File: config.mk
export PLATFORM = sky130hd
export DESIGN_NAME = wisc_mem
export DESIGN_NICKNAME = d
export VERILOG_FILES = /design/src/rtl/wisc_mem_pkg.sv /design/src/rtl/wisc_mem_wb_reg.sv /design/src/rtl/wisc_mem.sv
export SDC_FILE = /design/constraint.sdc
export NUM_CORES = 1
export LEC_CHECK = 0
export ABC_CLOCK_PERIOD_IN_PS = 1800
export CAP_MARGIN = 10
export CELL_PAD_IN_SITES_DETAIL_PLACEMENT = 1
export CELL_PAD_IN_SITES_GLOBAL_PLACEMENT = 1
export CORE_AREA = 10 10 105 107
export CTS_CLUSTER_SIZE = 20
export DETAILED_ROUTE_END_ITERATION = 6
export DIE_AREA = 0 0 115 117
export PLACE_DENSITY = 0.8
export SETUP_SLACK_MARGIN = 0.2
export SLEW_MARGIN = 20
export SYNTH_ARGS = -nofsm -noshare
export SYNTH_HDL_FRONTEND = slang
export SYNTH_SLANG_ARGS = --single-unit
File: constraint.sdc
create_clock -name clk -period 1.8 [get_ports clk]
set_input_delay 0.36 -clock clk [delete_from_list [all_inputs] [get_ports clk]]
set_output_delay 0.36 -clock clk [all_outputs]
set_load 0.05 [all_outputs]
File: src/rtl/wisc_mem_pkg.sv
// Shared types and default widths for the WISC memory-access stage and its neighbours.
package wisc_mem_pkg;

   localparam int unsigned DATA_W_DEF   = 16;
   localparam int unsigned REG_AW_DEF   = 3;
   localparam int unsigned MAX_WAIT_DEF = 15;

   // MEM/WB bundle field widths, shared with the EX and WB stages
   localparam int unsigned WB_CTRL_W = 3;  // halt, mem_to_reg, reg_write

   typedef enum logic [1:0] {
      ST_IDLE   = 2'd0,
      ST_WAIT   = 2'd1,
      ST_HALTED = 2'd2
   } mem_state_e;

endpackage

File: src/rtl/wisc_mem_wb_reg.sv
// MEM/WB pipeline register: loads the completing slot, inserts a bubble otherwise.
module wisc_mem_wb_reg
   import wisc_mem_pkg::*;
#(
   parameter int unsigned DATA_W = DATA_W_DEF,
   parameter int unsigned REG_AW = REG_AW_DEF
) (
   input  logic              clk,
   input  logic              rst_n,
   input  logic              load_i,
   input  logic              rdata_load_i,
   input  logic              halt_i,
   input  logic              mem_to_reg_i,
   input  logic              reg_write_i,
   input  logic [REG_AW-1:0] write_reg_i,
   input  logic [DATA_W-1:0] read_data_i,
   input  logic [DATA_W-1:0] alu_result_i,
   output logic              valid_o,
   output logic              halt_o,
   output logic              mem_to_reg_o,
   output logic              reg_write_o,
   output logic [REG_AW-1:0] write_reg_o,
   output logic [DATA_W-1:0] read_data_o,
   output logic [DATA_W-1:0] alu_result_o
);

   logic              valid_q, halt_q, mem_to_reg_q, reg_write_q;
   logic [REG_AW-1:0] write_reg_q;
   logic [DATA_W-1:0] read_data_q, alu_result_q;

   // Valid and reg_write clear on any non-loading cycle; payload holds until the next load
   always_ff @(posedge clk) begin
      if (!rst_n) begin
         valid_q      <= 1'b0;
         halt_q       <= 1'b0;
         mem_to_reg_q <= 1'b0;
         reg_write_q  <= 1'b0;
         write_reg_q  <= '0;
         read_data_q  <= '0;
         alu_result_q <= '0;
      end else begin
         valid_q     <= load_i;
         reg_write_q <= load_i & reg_write_i;
         if (load_i) begin
            halt_q       <= halt_i;
            mem_to_reg_q <= mem_to_reg_i;
            write_reg_q  <= write_reg_i;
            alu_result_q <= alu_result_i;
            if (rdata_load_i) read_data_q <= read_data_i;
         end
      end
   end

   assign valid_o      = valid_q;
   assign halt_o       = halt_q;
   assign mem_to_reg_o = mem_to_reg_q;
   assign reg_write_o  = reg_write_q;
   assign write_reg_o  = write_reg_q;
   assign read_data_o  = read_data_q;
   assign alu_result_o = alu_result_q;

endmodule

File: src/rtl/wisc_mem.sv
// WISC memory-access stage: drives the variable-latency data memory, stalls upstream
// while an access is outstanding, flags unaligned/conflicting/timed-out accesses and
// parks after HALT.
module wisc_mem
   import wisc_mem_pkg::*;
#(
   parameter int unsigned DATA_W   = DATA_W_DEF,
   parameter int unsigned REG_AW   = REG_AW_DEF,
   parameter int unsigned MAX_WAIT = MAX_WAIT_DEF
) (
   input  logic              clk,
   input  logic              rst_n,
   input  logic              ex_valid,
   input  logic              ex_mem_read,
   input  logic              ex_mem_write,
   input  logic              ex_mem_to_reg,
   input  logic              ex_reg_write,
   input  logic [REG_AW-1:0] ex_write_reg,
   input  logic              ex_halt,
   input  logic [DATA_W-1:0] ex_alu_result,
   input  logic [DATA_W-1:0] ex_store_data,
   output logic              dm_req,
   output logic              dm_wr,
   output logic [DATA_W-1:0] dm_addr,
   output logic [DATA_W-1:0] dm_wdata,
   input  logic              dm_done,
   input  logic [DATA_W-1:0] dm_rdata,
   output logic              mem_stall,
   output logic              wb_valid,
   output logic              wb_halt,
   output logic              wb_mem_to_reg,
   output logic              wb_reg_write,
   output logic [REG_AW-1:0] wb_write_reg,
   output logic [DATA_W-1:0] wb_read_data,
   output logic [DATA_W-1:0] wb_alu_result,
   output logic              err
);

   localparam int unsigned CNT_W = $clog2(MAX_WAIT + 1);

   mem_state_e       state_q, state_d;
   logic [CNT_W-1:0] wait_cnt_q, wait_cnt_d;
   logic             err_q, err_d;
   logic             mem_op, bad, complete;

   assign dm_addr  = ex_alu_result;
   assign dm_wdata = ex_store_data;
   assign err      = err_q;

   // Next-state, wait counter, error and memory/stall outputs
   always_comb begin
      state_d    = state_q;
      wait_cnt_d = wait_cnt_q;
      err_d      = err_q;
      dm_req     = 1'b0;
      dm_wr      = 1'b0;
      mem_stall  = 1'b0;
      complete   = 1'b0;
      mem_op     = ex_valid & (ex_mem_read | ex_mem_write);
      bad        = mem_op & (ex_alu_result[0] | (ex_mem_read & ex_mem_write));
      case (state_q)
         ST_IDLE: begin
            mem_stall = mem_op & ~dm_done & ~bad;
            if (bad) begin
               err_d   = 1'b1;
               state_d = ST_HALTED;
            end else if (mem_op) begin
               dm_req = 1'b1;
               dm_wr  = ex_mem_write;
               if (dm_done) begin
                  complete = 1'b1;
               end else begin
                  state_d    = ST_WAIT;
                  wait_cnt_d = CNT_W'(1);
               end
            end else if (ex_valid) begin
               complete = 1'b1;
            end
         end
         ST_WAIT: begin
            dm_req    = 1'b1;
            dm_wr     = ex_mem_write;
            mem_stall = mem_op & ~dm_done & ~bad;
            if (dm_done) begin
               complete   = 1'b1;
               state_d    = ST_IDLE;
               wait_cnt_d = '0;
            end else if (wait_cnt_q == CNT_W'(MAX_WAIT)) begin
               err_d      = 1'b1;
               state_d    = ST_HALTED;
               wait_cnt_d = '0;
            end else begin
               wait_cnt_d = wait_cnt_q + CNT_W'(1);
            end
         end
         ST_HALTED: begin
            mem_stall = 1'b1;
         end
         default: begin
            state_d = ST_IDLE;
         end
      endcase
      // A completing HALT overrides the IDLE return so the stage parks after it
      if (complete && ex_halt) state_d = ST_HALTED;
   end

   // State, wait counter and sticky error registers
   always_ff @(posedge clk) begin
      if (!rst_n) begin
         state_q    <= ST_IDLE;
         wait_cnt_q <= '0;
         err_q      <= 1'b0;
      end else begin
         state_q    <= state_d;
         wait_cnt_q <= wait_cnt_d;
         err_q      <= err_d;
      end
   end

   wisc_mem_wb_reg #(
      .DATA_W (DATA_W),
      .REG_AW (REG_AW)
   ) u_mem_wb (
      .clk          (clk),
      .rst_n        (rst_n),
      .load_i       (complete),
      .rdata_load_i (ex_mem_read),
      .halt_i       (ex_halt),
      .mem_to_reg_i (ex_mem_to_reg),
      .reg_write_i  (ex_reg_write),
      .write_reg_i  (ex_write_reg),
      .read_data_i  (dm_rdata),
      .alu_result_i (ex_alu_result),
      .valid_o      (wb_valid),
      .halt_o       (wb_halt),
      .mem_to_reg_o (wb_mem_to_reg),
      .reg_write_o  (wb_reg_write),
      .write_reg_o  (wb_write_reg),
      .read_data_o  (wb_read_data),
      .alu_result_o (wb_alu_result)
   );

endmodule

==> flow_summary.ini <==
[synthesis]
synth_top_area_share_pct = 41.8
synth_nets = 321
synth_common_cells = nand2_1, dfxtp_1, buf_4, mux2i_1, nand3_1
synth_flop_cell = dfxtp_1
synth-seq-cells = 46
syn_area_um2 = 2200
synth.area.top_cells = dfxtp_1, buf_4, nand2_1, mux2i_1, nand3_1
synth_area_per_cell_um2 = 8.46
synth-edff-count = 0
synthCells = 260
ys_types = 36
yosysTopAreaCell = dfxtp_1
synth-seq-area-share_pct = 41.8
yosysWarnings = 0
synth.most_common_cell = nand2_1
async_flop_share_pct = 0

[setup_path]
r2r_slack_ns = 0.30
worstPathCellList = buf_6 -> xor2_4 -> a31oi_4 -> nor2_4 -> and2_4 -> buf_12
crit_type = in2out
cp.arrival_ns = 1.21
reg2reg_to = err
r2r-start = wait_cnt_q[0]
reg2regPathDepth = 5
cp_slowest_cell = a31oi_4
max_stage_delay_ns = 0.21
cp_max_fo = 3
setup.worst_path.end_class = output pin
start_kind = primary input
critPathRequiredTime_ns = 1.44

[hold_path]
hold_depth = 2
min_from = rst_n
hold_class = in2reg
hold_end = err

[clocking]
cts_tree = built
htreeDepth = 2
root_buffer = clkbuf_8
cts_sinks = 46
worstSkewPairLatency_ns = 0.29
clock_path_buffers = 2
clk_pin_slew_worst_paths_ns = 0.08
cts_hold_buf = 0
cts_inserted_buffers = 5

[floorplanning]
die_height_um = 117
chipWidth_um = 115
die-area_um2 = 13500
core_area_um2 = 9020
io_pins = 135
start_util_pct = 24.4
row_count = 35

[cells_and_area]
layout-drive-gt1-share_pct = 30.7
antenna_cells = 0
final_area_um2 = 3450
fillCellCount = 1035
nets = 400
final_cells = 450
area_growth_pct = 56.8

[place]
io_buffers = 102
globalplace.congestion = 0.762
hpwl_um = 5360
dp_cells = 440
placed_area_um2 = 3270

[timing]
hold_violations = 0
slew_violations = 0
clock-skew-final_ns = 0.00424
hold_slack_ns = 0.414
fin_crit_sh_pct = 87.2
period_minus_slack_ns = 1.57
max-slew-margin-rel_pct = 71.7
fmax_ghz = 0.637
worstMarginPinSlew_ns = 0.421
rsz0062_at_grt = yes
final-setup-viol-count = 0

[detailed_routing]
vias = 2011
drt_first_pass_iters = 4
drtIter0Drc = 64
ant_nets = 0
avgRoutedWirePerCell_um = 15.2
routed_via_density = 4.47
drc = 0
wirelength_um = 6820

[global_routing]
grtUsageTotal_pct = 9.55
gr-total-overflow = 0
grt_max_degree = 43
antenna_found_initial = 0
grt_pass1_vias = 2127
grt_first_pass_wirelength_um = 10600

[power_and_ir_drop]
p_leak_nw = 1.41
peakVddDrop_v = 0.000250
power_density_nw_per_um2 = 756

[run]
maxCapViolCount = 0

[status]
status = finished clean
critical path: cells and delay by family:
| kind | cells | cell delay [ns] |
|---|---|---|
| buffers and inverters | 2 | 0.25 |
| and+or+nand+nor | 2 | 0.21 |
| AOI/OAI and AO/OA | 1 | 0.21 |
| xor gates and xnor gates | 1 | 0.18 |
layer usage:
metal | vias up | GRT usage (%) | part of all wire [%]
li1 | 992 | - | -
met1 | 925 | 9.88 | 39
met2 | 82 | 16.7 | 48
met3 | 12 | 4.79 | 12
met4 | 0 | 2.56 | 0.92
met5 | - | 0 | 0
registers in the layout, summed over array words and instances, names as in the netlist:
| signal | cells |
|---|---|
| u_mem_wb.valid_o | 1 |
| u_mem_wb.read_data_o | 16 |
| state_q | 2 |
| u_mem_wb.mem_to_reg_o | 1 |
| u_mem_wb.halt_o | 1 |
| u_mem_wb.write_reg_o | 3 |
| u_mem_wb.alu_result_o | 16 |
| u_mem_wb.reg_write_o | 1 |
| wait_cnt_q | 4 |
| err | 1 |
cell type report:
cell class	count	area (um2)	share of cell area (%)
Inverter	5	18.8	0.544
Clock inverter	1	30.0	0.870
Timing Repair Buffer	121	1280	37.2
Multi-Input combinational cell	160	971	28.1
Clock buffer	6	82.6	2.39
Tap cell	111	139	4.02
Sequential cell	46	926	26.8
worst max-delay path by stage:
stage,startpoint,end,slack (ns),cells after the start
floorplan,ex_mem_read,dm_wr,0.07,5
global placement,ex_mem_read,dm_wr,-0.23,6
detailed placement,ex_mem_read,dm_wr,-0.28,6
CTS,ex_valid,dm_wr,0.18,5
global route,state_q[1],mem_stall,0.16,4
finish,ex_mem_write,dm_wr,0.23,6
layout by cell type (no fill, tap or decap), types with 3 or more instances in the layout:
cell | netlist | final
o21ai_0 | 19 | 18
mux2i_1 | 20 | 20
dfxtp_1 | 46 | 44
inv_1 | 5 | 5
a31oi_1 | 4 | 3
clkbuf_8 | 0 | 6
buf_12 | 0 | 22
o21a_1 | 3 | 3
o21ai_1 | 3 | 3
nand2_1 | 60 | 60
nand3_1 | 20 | 20
nor2_1 | 5 | 3
clkdlybuf4s50_1 | 0 | 37
buf_4 | 35 | 56
kinds of logic after synthesis:
logic type	after synthesis	synth area share [%]
multiplexers	20	9.10
XOR/XNOR	1	0.398
buffers and inverters	54	16.8
flip-flops	46	41.8
AND/OR/NAND/NOR	98	19.5
AO/OA/AOI/OAI	40	11.8
adder cells (fa/ha/maj)	1	0.568
power breakdown:
part           leakage, nW  switching [mW]  internal, mW
Sequential           0.375          0.0313          1.06
Clock               0.0573           0.333         0.444
Combinational        0.975           0.417         0.321
Total                 1.41           0.781          1.83
per-stage QoR:
stage          TNS, ns  utilization [%]  power [mW]  setup WS (ns)
2_1_floorplan        0                -        1.62         0.0747
4_1_cts              0             37.8        2.65          0.180
3_5_place_dp     -8.17             36.2        1.85         -0.279
5_1_grt              0             38.3        2.75          0.165
6_report             0             38.3        2.61          0.230
3_3_place_gp     -5.70             36.2        1.83         -0.227
what timing repair did:
action	in CTS	in global routing
gates resized for setup	17	14
pin swaps	3	2
gates cloned	0	0
buffers inserted	3	0
endpoints found under the setup margin	32	6
Power figures use the tool's default switching activity.
